===== src/rtl/dispatch_sb.sv =====
// dispatch_sb: N-wide in-order dispatch stage between decode and EXE.
//   - Resolves source operands through a prioritised forwarding network
//     (port 0 = youngest); register 0 always reads as zero.
//   - Issues the longest hazard-free in-order prefix of the decode group.
//   - Tracks outstanding loads with a per-register countdown scoreboard.
//   - Registers issued slots into an EXE-facing pipeline register.
// Ports:
//   clk, rst                 clock, synchronous active-high reset
//   stall, flush             backend stall (hold) / pipeline flush (clear)
//   id_*                     decode group, one entry per slot
//   rf_rd_*                  regfile read request (comb) and same-cycle data
//   fwd_*                    forwarding sources
//   ib_accept_o, stallreq_o  slots consumed this cycle / head slot blocked
//   exe_*                    registered issue results, one entry per slot
// Optional feature macro: BRANCH_PRECOMP_EN adds exe_cmp_o, a registered
//   {geu, ltu, ge_s, lt_s, ne, eq} comparison of resolved rs1 vs rs2.
module dispatch_sb #(
  parameter int unsigned ISSUE_WIDTH = 2,
  parameter int unsigned FWD_PORTS   = 4,
  parameter int unsigned DATA_W      = 32,
  parameter int unsigned NUM_REGS    = 32,
  parameter int unsigned LOAD_LAT    = 2,
  parameter int unsigned PAYLOAD_W   = 64,
  localparam int unsigned RA         = $clog2(NUM_REGS),
  localparam int unsigned NSRC       = ISSUE_WIDTH * 2
) (
  input  logic                            clk,
  input  logic                            rst,
  input  logic                            stall,
  input  logic                            flush,
  input  logic [ISSUE_WIDTH-1:0]          id_valid,
  input  logic [NSRC-1:0]                 id_rs_valid,
  input  logic [NSRC*RA-1:0]              id_rs_addr,
  input  logic [ISSUE_WIDTH-1:0]          id_rd_valid,
  input  logic [ISSUE_WIDTH*RA-1:0]       id_rd_addr,
  input  logic [ISSUE_WIDTH-1:0]          id_is_load,
  input  logic [ISSUE_WIDTH-1:0]          id_use_imm,
  input  logic [ISSUE_WIDTH*DATA_W-1:0]   id_imm,
  input  logic [ISSUE_WIDTH*PAYLOAD_W-1:0] id_payload,
  output logic [NSRC-1:0]                 rf_rd_valid_o,
  output logic [NSRC*RA-1:0]              rf_rd_addr_o,
  input  logic [NSRC*DATA_W-1:0]          rf_rd_data_i,
  input  logic [FWD_PORTS-1:0]            fwd_valid,
  input  logic [FWD_PORTS*RA-1:0]         fwd_addr,
  input  logic [FWD_PORTS*DATA_W-1:0]     fwd_data,
  output logic [ISSUE_WIDTH-1:0]          ib_accept_o,
  output logic                            stallreq_o,
  output logic [ISSUE_WIDTH-1:0]          exe_valid_o,
  output logic [ISSUE_WIDTH*DATA_W-1:0]   exe_op1_o,
  output logic [ISSUE_WIDTH*DATA_W-1:0]   exe_op2_o,
  output logic [ISSUE_WIDTH-1:0]          exe_rd_valid_o,
  output logic [ISSUE_WIDTH*RA-1:0]       exe_rd_addr_o,
  output logic [ISSUE_WIDTH-1:0]          exe_is_load_o,
  output logic [ISSUE_WIDTH*PAYLOAD_W-1:0] exe_payload_o
`ifdef BRANCH_PRECOMP_EN
  ,
  output logic [ISSUE_WIDTH*6-1:0]        exe_cmp_o
`endif
);

  localparam int unsigned CNT_W = 3;

  logic [RA-1:0]      rs_addr [NSRC];
  logic [RA-1:0]      rd_addr [ISSUE_WIDTH];
  logic [DATA_W-1:0]  src_val [NSRC];
  logic               fwd_hit;
  logic [NSRC-1:0]    src_haz;
  logic [ISSUE_WIDTH-1:0] issue;
  logic               prefix_ok;

  logic [CNT_W-1:0]   sb_q [NUM_REGS];
  logic [CNT_W-1:0]   sb_d [NUM_REGS];

  logic [ISSUE_WIDTH-1:0]           exe_valid_q,    exe_valid_d;
  logic [ISSUE_WIDTH*DATA_W-1:0]    exe_op1_q,      exe_op1_d;
  logic [ISSUE_WIDTH*DATA_W-1:0]    exe_op2_q,      exe_op2_d;
  logic [ISSUE_WIDTH-1:0]           exe_rd_valid_q, exe_rd_valid_d;
  logic [ISSUE_WIDTH*RA-1:0]        exe_rd_addr_q,  exe_rd_addr_d;
  logic [ISSUE_WIDTH-1:0]           exe_is_load_q,  exe_is_load_d;
  logic [ISSUE_WIDTH*PAYLOAD_W-1:0] exe_payload_q,  exe_payload_d;
`ifdef BRANCH_PRECOMP_EN
  logic [ISSUE_WIDTH*6-1:0]         exe_cmp_q,      exe_cmp_d;
  logic [ISSUE_WIDTH*6-1:0]         cmp_c;
`endif

  // Regfile read request is a straight passthrough of the decode sources.
  assign rf_rd_valid_o = id_rs_valid;
  assign rf_rd_addr_o  = id_rs_addr;

  // Unpack address fields for readability.
  always_comb begin
    for (int unsigned s = 0; s < NSRC; s++) begin
      rs_addr[s] = id_rs_addr[s*RA +: RA];
    end
    for (int unsigned i = 0; i < ISSUE_WIDTH; i++) begin
      rd_addr[i] = id_rd_addr[i*RA +: RA];
    end
  end

  // Operand resolution: r0 -> 0, else lowest matching fwd port, else regfile.
  always_comb begin
    fwd_hit = 1'b0;
    for (int unsigned s = 0; s < NSRC; s++) begin
      src_val[s] = rf_rd_data_i[s*DATA_W +: DATA_W];
      fwd_hit    = 1'b0;
      if (id_rs_valid[s]) begin
        for (int unsigned p = 0; p < FWD_PORTS; p++) begin
          if (!fwd_hit && fwd_valid[p] && (fwd_addr[p*RA +: RA] == rs_addr[s])) begin
            src_val[s] = fwd_data[p*DATA_W +: DATA_W];
            fwd_hit    = 1'b1;
          end
        end
        if (rs_addr[s] == '0) begin
          src_val[s] = '0;
        end
      end
    end
  end

  // Per-source hazard: pending load in the scoreboard or RAW on an older slot.
  always_comb begin
    src_haz = '0;
    for (int unsigned s = 0; s < NSRC; s++) begin
      if (id_rs_valid[s] && (rs_addr[s] != '0)) begin
        if (sb_q[rs_addr[s]] != '0) begin
          src_haz[s] = 1'b1;
        end
        for (int unsigned k = 0; k < s / 2; k++) begin
          if (id_valid[k] && id_rd_valid[k] && (rd_addr[k] == rs_addr[s])) begin
            src_haz[s] = 1'b1;
          end
        end
      end
    end
  end

  // Issue the in-order hazard-free prefix of the group.
  always_comb begin
    issue     = '0;
    prefix_ok = 1'b1;
    for (int unsigned i = 0; i < ISSUE_WIDTH; i++) begin
      issue[i]  = prefix_ok && id_valid[i] && !src_haz[2*i] && !src_haz[2*i+1];
      prefix_ok = issue[i];
    end
  end

  assign ib_accept_o = issue & {ISSUE_WIDTH{!stall && !flush}};
  assign stallreq_o  = id_valid[0] && !issue[0];

  // Scoreboard next state: decrement, then set issued loads (later slot wins).
  always_comb begin
    for (int unsigned r = 0; r < NUM_REGS; r++) begin
      sb_d[r] = sb_q[r];
      if (!stall && (sb_q[r] != '0)) begin
        sb_d[r] = sb_q[r] - CNT_W'(1);
      end
    end
    if (!stall) begin
      for (int unsigned i = 0; i < ISSUE_WIDTH; i++) begin
        if (issue[i] && id_is_load[i] && id_rd_valid[i] && (rd_addr[i] != '0)) begin
          sb_d[rd_addr[i]] = CNT_W'(LOAD_LAT);
        end
      end
    end
    if (flush) begin
      for (int unsigned r = 0; r < NUM_REGS; r++) begin
        sb_d[r] = '0;
      end
    end
  end

  always_ff @(posedge clk) begin
    for (int unsigned r = 0; r < NUM_REGS; r++) begin
      if (rst) begin
        sb_q[r] <= '0;
      end else begin
        sb_q[r] <= sb_d[r];
      end
    end
  end

`ifdef BRANCH_PRECOMP_EN
  // Branch pre-compare on resolved sources, ahead of the immediate mux.
  always_comb begin
    cmp_c = '0;
    for (int unsigned i = 0; i < ISSUE_WIDTH; i++) begin
      cmp_c[i*6 + 0] = (src_val[2*i] == src_val[2*i+1]);
      cmp_c[i*6 + 1] = (src_val[2*i] != src_val[2*i+1]);
      cmp_c[i*6 + 2] = ($signed(src_val[2*i]) <  $signed(src_val[2*i+1]));
      cmp_c[i*6 + 3] = ($signed(src_val[2*i]) >= $signed(src_val[2*i+1]));
      cmp_c[i*6 + 4] = (src_val[2*i] <  src_val[2*i+1]);
      cmp_c[i*6 + 5] = (src_val[2*i] >= src_val[2*i+1]);
    end
  end
`endif

  // EXE register next state: flush clears, stall holds, else capture or bubble.
  always_comb begin
    exe_valid_d    = exe_valid_q;
    exe_op1_d      = exe_op1_q;
    exe_op2_d      = exe_op2_q;
    exe_rd_valid_d = exe_rd_valid_q;
    exe_rd_addr_d  = exe_rd_addr_q;
    exe_is_load_d  = exe_is_load_q;
    exe_payload_d  = exe_payload_q;
`ifdef BRANCH_PRECOMP_EN
    exe_cmp_d      = exe_cmp_q;
`endif
    if (flush) begin
      exe_valid_d    = '0;
      exe_op1_d      = '0;
      exe_op2_d      = '0;
      exe_rd_valid_d = '0;
      exe_rd_addr_d  = '0;
      exe_is_load_d  = '0;
      exe_payload_d  = '0;
`ifdef BRANCH_PRECOMP_EN
      exe_cmp_d      = '0;
`endif
    end else if (!stall) begin
      for (int unsigned i = 0; i < ISSUE_WIDTH; i++) begin
        exe_valid_d[i]                        = issue[i];
        exe_op1_d[i*DATA_W +: DATA_W]         = issue[i] ? src_val[2*i] : '0;
        exe_op2_d[i*DATA_W +: DATA_W]         = !issue[i]     ? '0 :
                                                id_use_imm[i] ? id_imm[i*DATA_W +: DATA_W] :
                                                                src_val[2*i+1];
        exe_rd_valid_d[i]                     = issue[i] && id_rd_valid[i];
        exe_rd_addr_d[i*RA +: RA]             = issue[i] ? rd_addr[i] : '0;
        exe_is_load_d[i]                      = issue[i] && id_is_load[i];
        exe_payload_d[i*PAYLOAD_W +: PAYLOAD_W] = issue[i] ? id_payload[i*PAYLOAD_W +: PAYLOAD_W] : '0;
`ifdef BRANCH_PRECOMP_EN
        exe_cmp_d[i*6 +: 6]                   = issue[i] ? cmp_c[i*6 +: 6] : '0;
`endif
      end
    end
  end

  always_ff @(posedge clk) begin
    if (rst) begin
      exe_valid_q    <= '0;
      exe_op1_q      <= '0;
      exe_op2_q      <= '0;
      exe_rd_valid_q <= '0;
      exe_rd_addr_q  <= '0;
      exe_is_load_q  <= '0;
      exe_payload_q  <= '0;
`ifdef BRANCH_PRECOMP_EN
      exe_cmp_q      <= '0;
`endif
    end else begin
      exe_valid_q    <= exe_valid_d;
      exe_op1_q      <= exe_op1_d;
      exe_op2_q      <= exe_op2_d;
      exe_rd_valid_q <= exe_rd_valid_d;
      exe_rd_addr_q  <= exe_rd_addr_d;
      exe_is_load_q  <= exe_is_load_d;
      exe_payload_q  <= exe_payload_d;
`ifdef BRANCH_PRECOMP_EN
      exe_cmp_q      <= exe_cmp_d;
`endif
    end
  end

  assign exe_valid_o    = exe_valid_q;
  assign exe_op1_o      = exe_op1_q;
  assign exe_op2_o      = exe_op2_q;
  assign exe_rd_valid_o = exe_rd_valid_q;
  assign exe_rd_addr_o  = exe_rd_addr_q;
  assign exe_is_load_o  = exe_is_load_q;
  assign exe_payload_o  = exe_payload_q;
`ifdef BRANCH_PRECOMP_EN
  assign exe_cmp_o      = exe_cmp_q;
`endif

endmodule

===== config.mk =====
export PLATFORM = sky130hd
export DESIGN_NAME = dispatch_sb
export DESIGN_NICKNAME = d
export VERILOG_FILES = /design/src/rtl/dispatch_sb.sv
export SDC_FILE = /design/constraint.sdc
export NUM_CORES = 1
export LEC_CHECK = 0
export ABC_AREA = 1
export CAP_MARGIN = 20
export CELL_PAD_IN_SITES_DETAIL_PLACEMENT = 0
export CELL_PAD_IN_SITES_GLOBAL_PLACEMENT = 1
export CORE_AREA = 2 2 322 324
export CTS_CLUSTER_SIZE = 40
export DETAILED_ROUTE_END_ITERATION = 16
export DIE_AREA = 0 0 324 326
export PLACE_DENSITY_LB_ADDON = 0.1
export SYNTH_ARGS = -nofsm -noshare
export SYNTH_HDL_FRONTEND = slang
export SYNTH_SLANG_ARGS = --single-unit

===== constraint.sdc =====
create_clock -name clk -period 2.62 [get_ports clk]
set_clock_uncertainty 0.15 [all_clocks]
set_input_delay 0.393 -clock clk [delete_from_list [all_inputs] [get_ports clk]]
set_output_delay 0.393 -clock clk [all_outputs]
set_load 0.01 [all_outputs]

==> qor.yml <==
critPathRequiredTime_ns: 2.08
grt_pass1_wl_mm: 235.5
grt.total_usage: 0.3013
synthArstFlopShare: 0
clk_latency_ns: 0.67
drc_errors: 0
antenna_found_initial: 52
dpl.hpwl_mm: 123.0
r2r_cells: 22
wl_per_cell_um: 23.76
antenna_left: 0
arrival_ns: 2.43
h-tree-depth: 2
rsz0062_at_grt: "yes"
slew_headroom: 0.4779
clkTransAtPathRegs_ns: 0.05
drt_pass1_iterations: 6
critPathLaunch: "id_rs_addr[6]"
fp.dieW_um: 324
r2r-end: "exe_payload_o[69]"
synth_top_area_cell: "dfxtp_1"
drive_gt1_frac: 0.1517
min_period_over_period: 1.134
synth_warnings: 0
place_congestion: 0.9518
syn-cell-area_um2: 27250
status: "finished with violations"
end_kind: "primary output"
start_util: 0.2656
setup_ws_ns: -0.3512
synth_top_area_share: 0.2703
final_common_cell: "nand2_1"
hp-class: "input pin to flop"
cts_made_buffers: 49
stdcell_count: 7000
p_per_area_nw_per_um2: 404.3
die_y_um: 326
hold_slack_ns: 0.1091
yosys-top-cells-area: "dfxtp_1 27%, nand2_1 19%, a21oi_1 11%"
wl_met1_mm: 70.76
setup_viol_count_final: 350
root_buffer: "clkbuf_16"
cts_tree: "built"
synth_nets: 5148
final_cell_mix: "1300 x nand2_1, 804 x clkdlybuf4s50_1, 550 x a21oi_1, 414 x nand3_1, 352 x inv_1"
cts_buffer_depth: 3
ir_worst_vdd_mv: 0.4891
first_iter_violations: 3265
cp-start-kind: "input pin"
rrSetupSlack_ns: -0.33
drv_slew: 0
syn_inst: 4566
synth_cell_types: 43
coreArea_um2: 102600
port_buffers: 816
grt_pass1_vias: 33070
ios: 817
route.met2.wl_mm: 77.20
num_vias: 35240
die-area_um2: 105600
syn_avg_cell_area_um2: 5.969
r2r-start: "sb_q[31][0]"
timing.fmax_mhz: 336.6
grt_max_degree: 148
overflow: 0
dr_wl_met3_mm: 12.79
setup.worst_path.end: "ib_accept_o[1]"
vias_per_cell: 5.035
p_leak_nw: 18.08
period_needed_ns: 2.971
synth_edf_count: 0
ys_ff_latch: 368
critical_path_class: "input pin to primary output"
tightest_slew_ns: 0.7832
fillerInstances: 10980
drv_cap: 0
ys.flop_type: "dfxtp_1"
critical_path.max_fanout: 9
place_inst: 6808
syn_to_final_growth_pct: 59.58
finalNetCount: 6138
ys_seq_area_frac: 0.2703
routed_wl_mm: 166.3
violations: "setup timing"
top_layer: "met5"
cts_sinks: 368
hold_viol_final: 0
rows: 118
-- power breakdown --
group / internal [W] / switching [W] / total, W
clock: 0.00414 / 0.00300 / 0.00714
combinational: 0.00218 / 0.00258 / 0.00476
sequential: 0.00565 / 0.0000332 / 0.00568
-- synthesized netlist by cell type (2+ instances only) --
| library cell | number |
|---|---|
| nand4_1 | 108 |
| buf_4 | 71 |
| nor2_1 | 327 |
| nor2_4 | 3 |
| buf_2 | 108 |
| a211oi_1 | 2 |
| or2_2 | 2 |
| clkbuf_1 | 171 |
| o2111ai_1 | 2 |
| xnor2_1 | 7 |
| o211ai_1 | 229 |
| a221oi_1 | 4 |
| o21ai_0 | 151 |
| ha_1 | 64 |
| buf_1 | 18 |
| nand3_1 | 474 |
| buf_6 | 2 |
| nand2_1 | 1350 |
| nor2_2 | 3 |
| a21oi_1 | 594 |
| nand3_4 | 2 |
| inv_1 | 384 |
| o22ai_1 | 27 |
| a211oi_2 | 3 |
| clkinv_1 | 2 |
| o21ai_1 | 28 |
| o221ai_1 | 3 |
| inv_2 | 16 |
| dfxtp_1 | 368 |
| nor3_1 | 4 |
| mux2i_1 | 3 |
| xor2_1 | 22 |
| nand3_2 | 4 |
-- stage by stage --
step	utilization	power, W	cell area [µm²]	setup TNS, ns	setup WS, ns
floorplan	-	0.007646	27250	0	0.003717
global placement	0.3841	0.009884	39410	-245.71	-0.8594
detailed placement	0.3841	0.009862	39410	-246.87	-0.8619
CTS	0.4174	0.01767	42830	-64.86	-0.4414
global route	0.4238	0.01826	43490	-111.54	-0.5140
finish	0.4238	0.01758	43490	-56.25	-0.3512
-- worst min-delay path by stage --
stage | depth (start not counted) | start | slack (ns) | endpoint
floorplan | 2 | exe_op2_o[43] | 0.33 | exe_op2_o[43]
global placement | 2 | exe_op2_o[43] | 0.30 | exe_op2_o[43]
detailed placement | 2 | exe_op2_o[43] | 0.30 | exe_op2_o[43]
CTS | 5 | stall | 0.04 | exe_valid_o[1]
global route | 5 | stall | 0.09 | exe_valid_o[1]
finish | 5 | stall | 0.11 | exe_valid_o[1]
-- kinds of logic after synthesis --
logic type,after synthesis,share of synthesized area
muxes,3,0.001102
adders and majority gates,64,0.02938
DFF,368,0.2703
xor gates and xnor gates,29,0.009320
and+or+nand+nor,2283,0.3511
buffers and inverters,773,0.1218
AOI/OAI and AO/OA,1046,0.2169
-- area by class of cell --
class                           instances  area, µm²  area share
Antenna cell                           29      72.57    0.001669
Clock inverter                         21      294.0    0.006761
Sequential cell                       368       7411      0.1704
Clock buffer                           65       1386     0.03188
Inverter                              403       1536     0.03533
Multi-Input combinational cell       3425      17270      0.3971
Tap cell                             1380       1727     0.03970
Timing Repair Buffer                 1309      13790      0.3172
-- metal layers --
layer / track usage / vias to the layer above
met5: 0 / -
met4: 0.09843 / 38
met3: 0.06360 / 267
met2: 0.4918 / 1303
met1: 0.3930 / 16410
li1: - / 17220
-- worst max-delay path: stages --
cell and delay (ns):
clkdlybuf4s50_1 0.43, inv_2 0.09, buf_4 0.20, nand3_1 0.10
nand2_1 0.07, nand3_1 0.11, nand2_1 0.08, nand2_1 0.06
nand3_2 0.07, nand3_2 0.10, nand3_4 0.09, nand3_4 0.12
nor2_8 0.11, buf_6 0.12, nand2_2 0.05, nor2_1 0.08
buf_2 0.13
-- repair_timing --
action                                 CTS  global route
setup endpoints to repair              364           365
buffers inserted                        37             8
gates resized for setup                203           135
hold buffers                             1             0
endpoints found under the hold margin   12             0
cloned                                  30             3
pin swaps                               60            55
-- flip-flops by register name, indices dropped and copies added, names as in the netlist --
signal	cells
exe_is_load_o	2
exe_op1_o	64
exe_op2_o	64
exe_payload_o	128
exe_rd_addr_o	10
exe_rd_valid_o	2
exe_valid_o	2
sb_q	96
No activity file was read; power rests on OpenSTA's default activity.
